## src/rtl/parking_gate_controller_if.sv

```systemverilog
// Request/grant and status bundle between the parking lot sequencer and the
// gate/display side. The requester drives the master modport; the controller uses the slave modport.
interface parking_gate_controller_if;
    logic        entry_req;
    logic        exit_req;
    logic [3:0]  exit_slot;
    logic        entry_ack;
    logic [3:0]  entry_slot;
    logic        exit_ack;
    logic        exit_err;
    logic        entry_gate;
    logic        exit_gate;
    logic [14:0] cars;
    logic [3:0]  count;
    logic        full;

    modport master (
        output entry_req, exit_req, exit_slot,
        input  entry_ack, entry_slot, exit_ack, exit_err,
        input  entry_gate, exit_gate, cars, count, full
    );

    modport slave (
        input  entry_req, exit_req, exit_slot,
        output entry_ack, entry_slot, exit_ack, exit_err,
        output entry_gate, exit_gate, cars, count, full
    );
endinterface

```

## src/rtl/parking_gate_controller.sv

```systemverilog
// Entry/exit gate sequencer for a 15-slot lot: grants one gate at a time,
// assigns the lowest free slot on entry and releases the slot on exit.
module parking_gate_controller #(
    parameter int unsigned GATE_CYCLES = 8
) (
    input  logic                      clk,
    input  logic                      rst,
    parking_gate_controller_if.slave  bus
);

    typedef enum logic [1:0] {
        IDLE  = 2'd0,
        ENTRY = 2'd1,
        EXIT  = 2'd2
    } state_t;

    localparam logic [7:0] LOAD_VAL = 8'(GATE_CYCLES - 1);

    function automatic logic [14:0] slot_mask(input logic [3:0] slot);
        logic [14:0] m;
        m = 15'd0;
        for (int i = 0; i < 15; i++) begin
            if (slot == 4'(i)) begin
                m[i] = 1'b1;
            end else begin
                m[i] = 1'b0;
            end
        end
        return m;
    endfunction

    // Scans from the top so the last hit, i.e. the lowest free index, wins.
    function automatic logic [3:0] lowest_free(input logic [14:0] c);
        logic [3:0] idx;
        idx = 4'd0;
        for (int i = 14; i >= 0; i--) begin
            if (!c[i]) begin
                idx = 4'(i);
            end else begin
                idx = idx;
            end
        end
        return idx;
    endfunction

    function automatic logic [3:0] popcount(input logic [14:0] c);
        logic [3:0] n;
        n = 4'd0;
        for (int i = 0; i < 15; i++) begin
            n = n + {3'b000, c[i]};
        end
        return n;
    endfunction

    state_t      state_r, state_s;
    logic [7:0]  cnt_r, cnt_s;
    logic        last_entry_r, last_entry_s;
    logic [14:0] cars_r, cars_s;
    logic        entry_ack_r, entry_ack_s;
    logic [3:0]  entry_slot_r, entry_slot_s;
    logic        exit_ack_r, exit_ack_s;
    logic        exit_err_r, exit_err_s;
    logic        entry_gate_r, entry_gate_s;
    logic        exit_gate_r, exit_gate_s;

    logic        full_s;
    logic [14:0] exit_mask_s;
    logic        exit_valid_s;
    logic        entry_elig_s;
    logic        grant_exit_s;
    logic        grant_entry_s;

    assign full_s        = &cars_r;
    assign exit_mask_s   = slot_mask(bus.exit_slot);
    assign exit_valid_s  = bus.exit_req & (|(cars_r & exit_mask_s));
    assign entry_elig_s  = bus.entry_req & ~full_s;
    // On a tie the side that was not served last time wins.
    assign grant_exit_s  = exit_valid_s & (~entry_elig_s | last_entry_r);
    assign grant_entry_s = entry_elig_s & ~grant_exit_s;

    // Next-state, grant decisions and gate timing.
    always_comb begin
        state_s      = state_r;
        cnt_s        = cnt_r;
        last_entry_s = last_entry_r;
        cars_s       = cars_r;
        entry_ack_s  = 1'b0;
        entry_slot_s = 4'd0;
        exit_ack_s   = 1'b0;
        exit_err_s   = 1'b0;
        entry_gate_s = entry_gate_r;
        exit_gate_s  = exit_gate_r;

        case (state_r)
            IDLE: begin
                exit_err_s = bus.exit_req & ~exit_valid_s;
                if (grant_entry_s) begin
                    cars_s       = cars_r | (~cars_r & (cars_r + 15'd1));
                    entry_slot_s = lowest_free(cars_r);
                    entry_ack_s  = 1'b1;
                    entry_gate_s = 1'b1;
                    exit_gate_s  = 1'b0;
                    cnt_s        = LOAD_VAL;
                    last_entry_s = 1'b1;
                    state_s      = ENTRY;
                end else if (grant_exit_s) begin
                    cars_s       = cars_r & ~exit_mask_s;
                    exit_ack_s   = 1'b1;
                    exit_gate_s  = 1'b1;
                    entry_gate_s = 1'b0;
                    cnt_s        = LOAD_VAL;
                    last_entry_s = 1'b0;
                    state_s      = EXIT;
                end else begin
                    entry_gate_s = 1'b0;
                    exit_gate_s  = 1'b0;
                end
            end
            ENTRY, EXIT: begin
                if (cnt_r == 8'd0) begin
                    entry_gate_s = 1'b0;
                    exit_gate_s  = 1'b0;
                    state_s      = IDLE;
                end else begin
                    cnt_s = cnt_r - 8'd1;
                end
            end
            default: begin
                entry_gate_s = 1'b0;
                exit_gate_s  = 1'b0;
                cnt_s        = 8'd0;
                state_s      = IDLE;
            end
        endcase
    end

    // State and registered outputs; reset abandons any in-flight grant.
    always_ff @(posedge clk) begin
        if (rst) begin
            state_r      <= IDLE;
            cnt_r        <= 8'd0;
            last_entry_r <= 1'b1;
            cars_r       <= 15'd0;
            entry_ack_r  <= 1'b0;
            entry_slot_r <= 4'd0;
            exit_ack_r   <= 1'b0;
            exit_err_r   <= 1'b0;
            entry_gate_r <= 1'b0;
            exit_gate_r  <= 1'b0;
        end else begin
            state_r      <= state_s;
            cnt_r        <= cnt_s;
            last_entry_r <= last_entry_s;
            cars_r       <= cars_s;
            entry_ack_r  <= entry_ack_s;
            entry_slot_r <= entry_slot_s;
            exit_ack_r   <= exit_ack_s;
            exit_err_r   <= exit_err_s;
            entry_gate_r <= entry_gate_s;
            exit_gate_r  <= exit_gate_s;
        end
    end

    assign bus.entry_ack  = entry_ack_r;
    assign bus.entry_slot = entry_slot_r;
    assign bus.exit_ack   = exit_ack_r;
    assign bus.exit_err   = exit_err_r;
    assign bus.entry_gate = entry_gate_r;
    assign bus.exit_gate  = exit_gate_r;
    assign bus.cars       = cars_r;
    assign bus.count      = popcount(cars_r);
    assign bus.full       = full_s;

endmodule

```

## src/flat_wrapper.sv

```systemverilog
// flat-port wrapper written by rule: the top's interface ports become plain ports
module parking_gate_controller_flat 
#(
    parameter int unsigned GATE_CYCLES = 8
)
  (clk, rst, bus_entry_req, bus_exit_req, bus_exit_slot, bus_entry_ack, bus_entry_slot, bus_exit_ack, bus_exit_err, bus_entry_gate, bus_exit_gate, bus_cars, bus_count, bus_full);
  parking_gate_controller_if bus_i ();
  input  logic clk;
  input  logic rst;
  input wire logic [$bits(bus_i.entry_req)-1:0] bus_entry_req;
  input wire logic [$bits(bus_i.exit_req)-1:0] bus_exit_req;
  input wire logic [$bits(bus_i.exit_slot)-1:0] bus_exit_slot;
  output wire logic [$bits(bus_i.entry_ack)-1:0] bus_entry_ack;
  output wire logic [$bits(bus_i.entry_slot)-1:0] bus_entry_slot;
  output wire logic [$bits(bus_i.exit_ack)-1:0] bus_exit_ack;
  output wire logic [$bits(bus_i.exit_err)-1:0] bus_exit_err;
  output wire logic [$bits(bus_i.entry_gate)-1:0] bus_entry_gate;
  output wire logic [$bits(bus_i.exit_gate)-1:0] bus_exit_gate;
  output wire logic [$bits(bus_i.cars)-1:0] bus_cars;
  output wire logic [$bits(bus_i.count)-1:0] bus_count;
  output wire logic [$bits(bus_i.full)-1:0] bus_full;
  assign bus_i.entry_req = bus_entry_req;
  assign bus_i.exit_req = bus_exit_req;
  assign bus_i.exit_slot = bus_exit_slot;
  assign bus_entry_ack = bus_i.entry_ack;
  assign bus_entry_slot = bus_i.entry_slot;
  assign bus_exit_ack = bus_i.exit_ack;
  assign bus_exit_err = bus_i.exit_err;
  assign bus_entry_gate = bus_i.entry_gate;
  assign bus_exit_gate = bus_i.exit_gate;
  assign bus_cars = bus_i.cars;
  assign bus_count = bus_i.count;
  assign bus_full = bus_i.full;
  parking_gate_controller #(.GATE_CYCLES(GATE_CYCLES)) u_core (.clk(clk), .rst(rst), .bus(bus_i));
endmodule
```

## config.mk

```make
export PLATFORM = sky130hd
export DESIGN_NAME = parking_gate_controller_flat
export DESIGN_NICKNAME = d
export VERILOG_FILES = /design/src/rtl/parking_gate_controller_if.sv /design/src/rtl/parking_gate_controller.sv /design/src/flat_wrapper.sv
export SDC_FILE = /design/constraint.sdc
export NUM_CORES = 1
export LEC_CHECK = 0
export BUFFER_PORTS_ARGS = -buffer_cell sky130_fd_sc_hd__buf_4
export CORE_MARGIN = 2
export CORE_UTILIZATION = 55
export CTS_CLUSTER_DIAMETER = 80
export CTS_CLUSTER_SIZE = 40
export DETAILED_ROUTE_END_ITERATION = 16
export PLACE_DENSITY = 0.75
export REMOVE_ABC_BUFFERS = 1
export SYNTH_ARGS = -nofsm -noshare
export SYNTH_HDL_FRONTEND = slang
export SYNTH_SLANG_ARGS = --single-unit
```

## constraint.sdc

```tcl
create_clock -name clk -period 5.51 [get_ports clk]
set_input_delay 0.551 -clock clk [delete_from_list [all_inputs] [get_ports clk]]
set_output_delay 0.551 -clock clk [all_outputs]
set_load 0.01 [all_outputs]
```

==> flow_summary.toml <==
[floorplan]
start_util = 0.570
die_area_sq_um = 5040
core-area_sq_um = 4320
die_h_um = 71.0
die_w_um = 71.0
rows = 24
io_pins = 37

[critical_path]
crit_buf_inv = 6
r2r_end = "u_core.bus.cars[11]"
crit_slowest_cell = "fa_1"
startpoint = "u_core.bus.cars[0]"
endpoint = "bus_count[3]"
critPathKind = "reg -> out"
critical_path.cell_chain = "inv_1 -> ha_1 -> inv_1 -> fa_1 -> inv_1 -> fa_1 -> inv_1 -> fa_1 -> fa_1 -> inv_1 -> ha_1 -> a21o_1 -> a21oi_1 -> xnor2_1 -> buf_4"
cp.arrival_ns = 4.10
reg2reg_setup_slack_ns = 2.68
start_kind = "flop"
path_max_fanout = 5
r2r_cells = 8
path_delay_family = "adder cells"
slowest_delay_ns = 0.61
crit_path_frequent_cell = "inv_1"
critPathCaptureType = "output pin"
r2r-start = "u_core.bus.cars[1]"
worst-endpoint-required_ns = 4.96
cp.depth = 15

[power_and_ir_drop]
p_sw_frac = 0.321
p_sw_mw = 0.193
powerDensity_nw_per_um2 = 214
seq_power_share = 0.457
p_leak_nw = 1.18
comb_power_share = 0.238
clkPwrFrac = 0.306
p_int_mw = 0.410
max-vdd-ir-drop_mv = 0.139

[route]
vias = 2235
ant_nets = 0
avgViaCountPerCell = 5.93
wire_per_inst_um = 15.3
drc = 0
drt_iter0_drc = 129
drt_pass1_iterations = 5
wl_um = 5760

[layout]
syn2layout_area_growth_pct = 14.1
nets = 353
drive_above_1_share = 0.182
final_area_sq_um = 2810
n_antenna_cell = 0
utilization = 0.650
mostFrequentLayoutCells = "inv_1 (37), buf_4 (36), dfxtp_1 (35), a21oi_1 (20), nand2_1 (19)"
final_common_cell = "inv_1"

[synthesis]
synth.top_cell.area_share = 0.284
async_reset_ff_frac = 0
synth_cells = 294
yosysWarnings = 0
synth_simple_gate_area_frac = 0.233
synth_cell_types = 60
synth_seq_cells = 35
synth_top_family_by_area = "compound AO/OA/AOI/OAI gates"
syn_avg_cell_area_sq_um = 8.39
muxShareOfSynthArea = 0.0147
ys_top_cells_by_area = "dfxtp_1 (28%), fa_1 (7.3%), ha_1 (6.1%)"
ys.flop_type = "dfxtp_1"
syn_area_sq_um = 2470
ys_seq_area_frac = 0.284
synth_edf_count = 0
synth_xor_xnor_area_share = 0.00710
yosysTopAreaCell = "dfxtp_1"
synth_compound_area_frac = 0.242
synth_fa_ha_area_frac = 0.134

[global_route]
grt-ovfl-total = 0
grt_usage = 0.238
antenna_found_initial = 0
grt_pass1_wl_um = 9690
grt_max_degree = 36
first_global_vias = 2039

[clock_tree]
cts-root-buf = "clkbuf_8"
cts_buffers = 5
cts_tree = "yes"
clockBufferDepth = 2
cts.sinks = 35
clk_pin_slew_ns = 0.07
clock_latency_ns = 0.29
cts_hold_buf = 0
ctsResizeCount = 0
cts-htree-levels = 2
cts_setup_buffers = 0

[status]
status = "complete, no violations"

[timing]
period_minus_slack_ns = 4.65
fin_crit_sh = 0.843
timing.hold.ws_ns = 0.459
setup_viol = 0
tightest_slew_ns = 0.645
fmax_mhz = 215
rsz0062_at_grt = "no"
skew_ns = 0.00765
maxSlewHeadroom = 0.566
drv_slew = 0
tns_ns = 0
hold_viol = 0

[job]
max_cap_viol_count = 0

[min_path]
min_path_type = "reg -> reg"

[place]
dp_hpwl_um = 4220
port_buffers = 36
place_area_sq_um = 2730
place_congestion = 0.875
## sequential cells by signal (all words and copies together), names as in the netlist
name	cells
u_core.bus.cars	15
u_core.bus.entry_ack	1
u_core.bus.entry_gate	1
u_core.bus.entry_slot	4
u_core.bus.exit_ack	1
u_core.bus.exit_err	1
u_core.bus.exit_gate	1
u_core.cnt_r	8
u_core.last_entry_r	1
u_core.state_r	2
## kinds of logic after synthesis
group,Yosys count
AOI/OAI and AO/OA,80
xor gates and xnor gates,2
adders and majority gates,21
buffers and inverters,50
DFF,35
muxes,3
and+or+nand+nor,103
## per-stage QoR
stage / cells / power, mW / setup slack (ns)
after floorplan: 281 / 0.376 / 1.31
after global placement: 369 / 0.421 / 1.23
after detailed placement: 369 / 0.423 / 1.16
after CTS: 377 / 0.604 / 0.843
after global routing: 377 / 0.637 / 0.610
final: 377 / 0.603 / 0.864
## cells in the mapped netlist, drive strengths merged (2+ instances only)
cell,n
inv,37
dfxtp,35
a21oi,22
nand2,19
o21ai,17
nor2,16
ha,12
nor2b,12
nor3,11
fa,9
nand3,9
buf,8
nand4,8
nand3b,6
clkbuf,5
a21boi,4
a31oi,4
o41ai,4
a21o,3
a311oi,3
and2,3
nand2b,3
nand4b,3
nor4,3
o31ai,3
a21bo,2
a311o,2
a32o,2
mux2,2
nand4bb,2
nor3b,2
o211ai,2
or2,2
xnor2,2
## how the worst min path moves through the flow
stage | startpoint | end | slack [ns] | cells past startpoint
floorplan | u_core.cnt_r[7] | u_core.cnt_r[7] | 0.45 | 2
global placement | u_core.bus.exit_gate | u_core.bus.exit_gate | 0.44 | 2
detailed placement | u_core.bus.entry_gate | u_core.bus.entry_gate | 0.45 | 2
CTS | u_core.bus.entry_gate | u_core.bus.entry_gate | 0.46 | 2
global route | u_core.bus.entry_gate | u_core.bus.entry_gate | 0.48 | 2
finish | u_core.bus.entry_gate | u_core.bus.entry_gate | 0.46 | 2
## worst min-delay path: cells and delay by family (launching register included)
family | cells | cell delay (ns)
DFF | 1 | 0.31
and+or+nand+nor | 1 | 0.05
AOI/OAI and AO/OA | 1 | 0.05
## final cells by class
class | instances | area (sq um)
sequential | 35 | 701
fill | 385 | 1510
timing repair buffer | 36 | 270
clock buffer | 7 | 76.3
multi-input combinational | 209 | 1560
tap | 52 | 65.1
inverter | 37 | 139
clock inverter | 1 | 5.00
## power by group through the flow
stage,logic [mW],clock network [mW],registers (mW)
after floorplan,0.0947,0,0.281
after global placement,0.141,0,0.280
after detailed placement,0.142,0,0.281
after CTS,0.142,0.187,0.275
after global routing,0.161,0.199,0.277
final,0.143,0.184,0.275
## layer usage
layer / up-vias / wire length (um) / share of wire / track usage
met5: - / 0 / 0 / 0
met3: 7 / 348 / 0.060 / 0.0442
li1: 1108 / - / - / -
met1: 1035 / 2830 / 0.49 / 0.352
met4: 0 / 57 / 0.0099 / 0.0503
met2: 85 / 2520 / 0.44 / 0.364
(Power assumes the default switching activity.)
